## src/rtl/matrix_win_ctrl_if.sv

```systemverilog
// rtl/matrix_win_ctrl_if.sv - line FIFO pair bus between matrix_win_ctrl (master) and its two line FIFOs (slave)
interface matrix_win_ctrl_if #(
   parameter int DATA_WIDTH = 8
);
   logic                  f0_wr_en;
   logic                  f0_rd_en;
   logic [DATA_WIDTH-1:0] f0_wr_data;
   logic [DATA_WIDTH-1:0] f0_rd_data;
   logic                  f0_full;
   logic                  f0_empty;
   logic                  f1_wr_en;
   logic                  f1_rd_en;
   logic [DATA_WIDTH-1:0] f1_wr_data;
   logic [DATA_WIDTH-1:0] f1_rd_data;
   logic                  f1_full;
   logic                  f1_empty;

   modport master (
      output f0_wr_en, f0_rd_en, f0_wr_data, f1_wr_en, f1_rd_en, f1_wr_data,
      input  f0_rd_data, f0_full, f0_empty, f1_rd_data, f1_full, f1_empty
   );

   modport slave (
      input  f0_wr_en, f0_rd_en, f0_wr_data, f1_wr_en, f1_rd_en, f1_wr_data,
      output f0_rd_data, f0_full, f0_empty, f1_rd_data, f1_full, f1_empty
   );
endinterface

```

## src/rtl/matrix_win_ctrl.sv

```systemverilog
// rtl/matrix_win_ctrl.sv - raster-to-3-row-column sequencer driving two line FIFOs
// Optional FIFO protocol checking and ERR state: define MATRIX_WIN_CTRL_ERR_CHK_EN.
module matrix_win_ctrl #(
   parameter int DATA_WIDTH = 8,
   parameter int IMG_WIDTH  = 416,
   parameter int IMG_HEIGHT = 416,
   parameter int CNT_WIDTH  = 10
) (
   input  logic                  clk,
   input  logic                  rst_n,
   input  logic                  sof,
   input  logic                  in_valid,
   output logic                  in_ready,
   input  logic [DATA_WIDTH-1:0] in_data,
   matrix_win_ctrl_if.master     fifo,
   output logic                  out_valid,
   output logic [DATA_WIDTH-1:0] out_r0,
   output logic [DATA_WIDTH-1:0] out_r1,
   output logic [DATA_WIDTH-1:0] out_r2,
   output logic [CNT_WIDTH-1:0]  out_col,
   output logic                  frame_done,
   output logic                  err
);
   localparam logic [CNT_WIDTH-1:0] COL_LAST = CNT_WIDTH'(IMG_WIDTH - 1);
   localparam logic [CNT_WIDTH-1:0] ROW_LAST = CNT_WIDTH'(IMG_HEIGHT - 1);
   localparam logic [CNT_WIDTH-1:0] ROW_WR_LAST = CNT_WIDTH'(IMG_HEIGHT - 2);

   typedef enum logic [2:0] {IDLE, FILL, RUN, DONE, ERR} state_t;

   state_t                state;
   logic [CNT_WIDTH-1:0]  row;
   logic [CNT_WIDTH-1:0]  col;
   logic [DATA_WIDTH-1:0] pix_b;
   logic                  accept;
   logic                  last_col;
   logic                  last_pix;
   logic                  err_det;

   // Stage A: combinational handshake and FIFO reads for the beat being accepted.
   assign in_ready      = ((state == FILL) || (state == RUN)) && !fifo.f0_full && !fifo.f1_full;
   assign accept        = in_valid && in_ready;
   assign last_col      = (col == COL_LAST);
   assign last_pix      = last_col && (row == ROW_LAST);
   assign fifo.f0_rd_en = accept && (row >= CNT_WIDTH'(1));
   assign fifo.f1_rd_en = accept && (row >= CNT_WIDTH'(2));

   // Stage B: FIFO read data lands this cycle, so it is forwarded, not registered.
   assign fifo.f0_wr_data = pix_b;
   assign fifo.f1_wr_data = fifo.f1_wr_en ? fifo.f0_rd_data : '0;
   assign out_r2          = pix_b;
   assign out_r1          = out_valid ? fifo.f0_rd_data : '0;
   assign out_r0          = out_valid ? fifo.f1_rd_data : '0;

`ifdef MATRIX_WIN_CTRL_ERR_CHK_EN
   assign err_det = (fifo.f0_rd_en && fifo.f0_empty) || (fifo.f1_rd_en && fifo.f1_empty) ||
                    (fifo.f0_wr_en && fifo.f0_full)  || (fifo.f1_wr_en && fifo.f1_full)  ||
                    ((state == DONE) && (!fifo.f0_empty || !fifo.f1_empty));
`else
   logic unused_flags;
   assign unused_flags = fifo.f0_empty ^ fifo.f1_empty;
   assign err_det      = 1'b0;
`endif

   always_ff @(posedge clk or negedge rst_n) begin
      if (!rst_n) begin
         state         <= IDLE;
         row           <= '0;
         col           <= '0;
         pix_b         <= '0;
         out_col       <= '0;
         out_valid     <= 1'b0;
         frame_done    <= 1'b0;
         fifo.f0_wr_en <= 1'b0;
         fifo.f1_wr_en <= 1'b0;
         err           <= 1'b0;
      end else begin
         fifo.f0_wr_en <= accept && (row <= ROW_WR_LAST);
         fifo.f1_wr_en <= accept && (row >= CNT_WIDTH'(1)) && (row <= ROW_WR_LAST);
         out_valid     <= accept && (row >= CNT_WIDTH'(2));
         frame_done    <= accept && last_pix;
         if (accept) begin
            pix_b   <= in_data;
            out_col <= col;
            if (last_col) begin
               col <= '0;
               row <= row + CNT_WIDTH'(1);
            end else begin
               col <= col + CNT_WIDTH'(1);
            end
         end
         case (state)
            IDLE: if (sof) begin
               state <= FILL;
               row   <= '0;
               col   <= '0;
            end
            FILL: if (accept && last_col && (row == CNT_WIDTH'(1))) state <= RUN;
            RUN:  if (accept && last_pix) state <= DONE;
            DONE: state <= IDLE;
            ERR:  if (sof) begin
               state <= IDLE;
               err   <= 1'b0;
               row   <= '0;
               col   <= '0;
            end
            default: state <= IDLE;
         endcase
         if (err_det) begin
            state <= ERR;
            err   <= 1'b1;
         end
      end
   end
endmodule

```

## src/flat_wrapper.sv

```systemverilog
// flat-port wrapper written by rule: the top's interface ports become plain ports
module matrix_win_ctrl_flat 
#(
   parameter int DATA_WIDTH = 8,
   parameter int IMG_WIDTH  = 416,
   parameter int IMG_HEIGHT = 416,
   parameter int CNT_WIDTH  = 10
)
  (clk, rst_n, sof, in_valid, in_ready, in_data, out_valid, out_r0, out_r1, out_r2, out_col, frame_done, err, fifo_f0_wr_en, fifo_f0_rd_en, fifo_f0_wr_data, fifo_f1_wr_en, fifo_f1_rd_en, fifo_f1_wr_data, fifo_f0_rd_data, fifo_f0_full, fifo_f0_empty, fifo_f1_rd_data, fifo_f1_full, fifo_f1_empty);
  matrix_win_ctrl_if #(.DATA_WIDTH(DATA_WIDTH)) fifo_i ();
  input  logic clk;
  input  logic rst_n;
  input  logic sof;
  input  logic in_valid;
  output logic in_ready;
  input  logic [DATA_WIDTH-1:0] in_data;
  output logic out_valid;
  output logic [DATA_WIDTH-1:0] out_r0;
  output logic [DATA_WIDTH-1:0] out_r1;
  output logic [DATA_WIDTH-1:0] out_r2;
  output logic [CNT_WIDTH-1:0] out_col;
  output logic frame_done;
  output logic err;
  output wire logic [$bits(fifo_i.f0_wr_en)-1:0] fifo_f0_wr_en;
  output wire logic [$bits(fifo_i.f0_rd_en)-1:0] fifo_f0_rd_en;
  output wire logic [$bits(fifo_i.f0_wr_data)-1:0] fifo_f0_wr_data;
  output wire logic [$bits(fifo_i.f1_wr_en)-1:0] fifo_f1_wr_en;
  output wire logic [$bits(fifo_i.f1_rd_en)-1:0] fifo_f1_rd_en;
  output wire logic [$bits(fifo_i.f1_wr_data)-1:0] fifo_f1_wr_data;
  input wire logic [$bits(fifo_i.f0_rd_data)-1:0] fifo_f0_rd_data;
  input wire logic [$bits(fifo_i.f0_full)-1:0] fifo_f0_full;
  input wire logic [$bits(fifo_i.f0_empty)-1:0] fifo_f0_empty;
  input wire logic [$bits(fifo_i.f1_rd_data)-1:0] fifo_f1_rd_data;
  input wire logic [$bits(fifo_i.f1_full)-1:0] fifo_f1_full;
  input wire logic [$bits(fifo_i.f1_empty)-1:0] fifo_f1_empty;
  assign fifo_f0_wr_en = fifo_i.f0_wr_en;
  assign fifo_f0_rd_en = fifo_i.f0_rd_en;
  assign fifo_f0_wr_data = fifo_i.f0_wr_data;
  assign fifo_f1_wr_en = fifo_i.f1_wr_en;
  assign fifo_f1_rd_en = fifo_i.f1_rd_en;
  assign fifo_f1_wr_data = fifo_i.f1_wr_data;
  assign fifo_i.f0_rd_data = fifo_f0_rd_data;
  assign fifo_i.f0_full = fifo_f0_full;
  assign fifo_i.f0_empty = fifo_f0_empty;
  assign fifo_i.f1_rd_data = fifo_f1_rd_data;
  assign fifo_i.f1_full = fifo_f1_full;
  assign fifo_i.f1_empty = fifo_f1_empty;
  matrix_win_ctrl #(.DATA_WIDTH(DATA_WIDTH), .IMG_WIDTH(IMG_WIDTH), .IMG_HEIGHT(IMG_HEIGHT), .CNT_WIDTH(CNT_WIDTH)) u_core (.clk(clk), .rst_n(rst_n), .sof(sof), .in_valid(in_valid), .in_ready(in_ready), .in_data(in_data), .fifo(fifo_i), .out_valid(out_valid), .out_r0(out_r0), .out_r1(out_r1), .out_r2(out_r2), .out_col(out_col), .frame_done(frame_done), .err(err));
endmodule
```

## config.mk

```make
export PLATFORM = sky130hd
export DESIGN_NAME = matrix_win_ctrl_flat
export DESIGN_NICKNAME = d
export VERILOG_FILES = /design/src/rtl/matrix_win_ctrl_if.sv /design/src/rtl/matrix_win_ctrl.sv /design/src/flat_wrapper.sv
export SDC_FILE = /design/constraint.sdc
export NUM_CORES = 1
export LEC_CHECK = 0
export CORE_MARGIN = 2
export CORE_UTILIZATION = 48
export CTS_CLUSTER_SIZE = 14
export DETAILED_ROUTE_END_ITERATION = 16
export PLACE_DENSITY = 0.92
export SLEW_MARGIN = 10
export SYNTH_ARGS = -nofsm -noshare
export SYNTH_HDL_FRONTEND = slang
export SYNTH_SLANG_ARGS = --single-unit
```

## constraint.sdc

```tcl
create_clock -name clk -period 4 [get_ports clk]
set_input_delay 1 -clock clk [delete_from_list [all_inputs] [get_ports clk]]
set_output_delay 1 -clock clk [all_outputs]
set_load 0.02 [all_outputs]
```

==> impl_metrics.py <==
metrics = {
    "worst_setup_path": {
        "cp-end-kind": "output pin",
        "criticalPathCategory": "in -> out",
        "reg2reg_from": "u_core.state[1]$_DFFE_PN0P_",
        "worst_r2r_path_depth": 8,
        "rr_endpoint": "u_core.state[1]$_DFFE_PN0P_",
        "crit_arrival_ns": 2.52,
        "rrSetupSlack_ns": 1.57,
        "path_max_fanout": 3,
        "required_ns": 3.00,
        "cp-start-kind": "input port",
    },
    "outcome": {
        "status": "finished clean",
    },
    "sta": {
        "relSlewSlack": 0.366,
        "fmax_ghz": 0.284,
        "period_needed_ns": 3.52,
        "clock-skew-final_ns": 0.00495,
        "setup-tns-final_ns": 0,
        "slew_violations": 0,
        "final.setup.worst_slack_ns": 0.478,
        "fin_crit_sh": 0.881,
        "setup_violations": 0,
        "rsz0062_at_grt": "false",
        "final_hold_viol_count": 0,
        "worst_pin_slew_ns": 0.951,
    },
    "hold_path": {
        "hold_path.class": "reg -> reg",
        "whs_endpoint": "u_core.out_col[0]$_DFFE_PN0N_",
        "min_from": "u_core.out_col[0]$_DFFE_PN0N_",
        "whs_path_depth": 2,
    },
    "clock_tree": {
        "htreeDepth": 2,
        "clock-root-buffer": "clkbuf_8",
        "cts_sinks": 44,
        "clk_latency_ns": 0.30,
        "post-cts-setup-buffers": 0,
        "cts_buffers": 5,
        "cts_tree": "done",
        "ctsHoldBuffers": 0,
        "ctsResizeCount": 0,
        "cts.path.max_buffers": 2,
        "path_clk_slew_ns": 0.07,
    },
    "route": {
        "route.met2.wl_mm": 2.68,
        "antenna_left": 0,
        "totalWireLength_mm": 5.43,
        "wl_per_cell_um": 13.4,
        "num_vias": 2044,
        "first_pass_iters": 4,
        "drc": 0,
        "drtIter0Drc": 119,
        "routed-wl-met3_um": 440,
        "met1Wirelength_mm": 2.22,
        "via_per_inst": 5.05,
        "highest_layer": "met4",
    },
    "yosys": {
        "yosysSeqAreaShare": 0.463,
        "syn_inst": 260,
        "syn_area_um2": 2380,
        "ys_ff_latch": 44,
        "synthDistinctLibCells": 39,
        "syn_area_per_cell_um2": 9.14,
        "synth.net_count": 301,
        "ys.warnings.count": 0,
    },
    "floorplan": {
        "core-area_um2": 4750,
        "die_width_um": 74.4,
        "fp.dieH_um": 74.4,
        "start_util": 0.500,
        "top_level_ports": 90,
        "die-area_um2": 5530,
        "num_rows": 25,
    },
    "power_and_ir_drop": {
        "p_total_w": 0.00114,
        "power_density_nw_per_um2": 340,
        "vdd_drop_max_uv": 176,
        "leakage_nw": 1.51,
    },
    "place": {
        "numPortBuffers": 86,
        "pre_cts_slack_ns": 0.468,
        "hpwl_mm": 4.06,
        "gp_congestion": 0.852,
    },
    "global_route": {
        "first_global_vias": 1938,
        "grt_start_max_net_pins": 45,
        "antenna_found_initial": 0,
        "grt_usage": 0.206,
        "overflow": 0,
        "grt_pass1_wl_mm": 8.68,
    },
    "layout": {
        "fin_nets": 378,
        "drive_above_1_share": 0.0562,
        "area_delta_synth_final_pct": 41.0,
        "final_common_cell": "clkdlybuf4s50_1",
        "final_cell_mix": "clkdlybuf4s50_1, nand2_1, dfrtp_1",
        "n_antenna_cell": 0,
    },
    "job": {
        "drv_cap": 0,
    },
}
==> worst max-delay path by stage <==
stage                       from       endpoint  slack (ns)  cells after the start
floorplan           fifo_f1_full  fifo_f1_rd_en        1.07                      4
global placement    fifo_f1_full  fifo_f1_rd_en        0.49                      4
detailed placement  fifo_f1_full  fifo_f1_rd_en        0.47                      4
CTS                 fifo_f1_full  fifo_f1_rd_en        0.47                      4
global route        fifo_f1_full  fifo_f1_rd_en        0.42                      4
finish              fifo_f1_full  fifo_f1_rd_en        0.48                      4
==> layout make-up <==
| class | count | area [um2] |
|---|---|---|
| Clock buffer | 7 | 96.3 |
| Inverter | 8 | 30.0 |
| Clock inverter | 1 | 30.0 |
| Multi-Input combinational cell | 190 | 1140 |
| Timing Repair Buffer | 88 | 871 |
| Sequential cell | 44 | 1100 |
| Fill cell | 360 | 1400 |
| Tap cell | 67 | 83.8 |
==> critical path, stage by stage <==
cell and delay, ns:
clkdlybuf4s50_1 0.42, and4bb_1 0.32, o21a_1 0.17, clkdlybuf4s50_1 0.61
==> stage by stage <==
step                      area [um2]  hold WS, ns   util  instances
final                           3350        0.475  0.705        405
after global routing            3350        0.506  0.705        405
after CTS                       3350        0.481  0.705        405
after detailed placement        3220        0.462  0.678        397
after global placement          3220        0.458  0.678        397
after floorplan                 2380        0.487      -        260
==> per-layer routing <==
layer | global-route usage | vias up
met2 | 0.366 | 72
met3 | 0.0542 | 7
met1 | 0.237 | 978
met5 | 0 | -
li1 | - | 987
met4 | 0.0794 | 0
==> cell usage after synthesis, drive strengths merged <==
cell type | number | area share
nand2 | 64 | 0.10
dfrtp | 44 | 0.46
and2 | 28 | 0.074
nor2 | 18 | 0.028
buf | 12 | 0.035
ha | 9 | 0.047
xnor2 | 9 | 0.033
inv | 8 | 0.013
nand3 | 8 | 0.022
nor3 | 7 | 0.019
a21oi | 6 | 0.013
clkbuf | 6 | 0.0095
o21ai | 6 | 0.014
nand4 | 4 | 0.017
nor4 | 4 | 0.017
or3 | 4 | 0.011
xor2 | 4 | 0.015
nand2b | 3 | 0.0079
and3 | 2 | 0.0053
mux2i | 2 | 0.0084
nor3b | 2 | 0.0063
o31ai | 2 | 0.0084
a31oi | 1 | 0.0026
and4 | 1 | 0.0047
and4bb | 1 | 0.0053
conb | 1 | 0.0016
mux2 | 1 | 0.0063
nand4bb | 1 | 0.0047
o21a | 1 | 0.0032
o21bai | 1 | 0.0032
==> registers in the layout, indices dropped and copies added (netlist names) <==
| name | flops |
|---|---|
| u_core.col | 10 |
| u_core.fifo.f0_wr_en | 1 |
| u_core.row | 10 |
| u_core.fifo.f1_wr_en | 1 |
| u_core.frame_done | 1 |
| u_core.fifo.f0_wr_data | 8 |
| u_core.out_valid | 1 |
| u_core.state | 2 |
| u_core.out_col | 10 |
==> logic make-up (layout without fill, tap and decap cells) <==
kind of cell | after synthesis | after routing | synth area share
simple gates | 147 | 147 | 0.323
flops | 44 | 44 | 0.463
buf+inv | 26 | 104 | 0.0574
compound gates | 17 | 17 | 0.0442
xor+xnor | 13 | 13 | 0.0479
fa+ha+maj | 9 | 9 | 0.0474
mux | 3 | 3 | 0.0147
other cells | 1 | 1 | 0.00158
==> where the power goes <==
part	leakage (nW)	internal (W)	switching [W]
Sequential	0.583	0.000487	0.0000390
Clock	0.0645	0.000220	0.000147
Combinational	0.867	0.000123	0.000124
(Power assumes the default switching activity.)
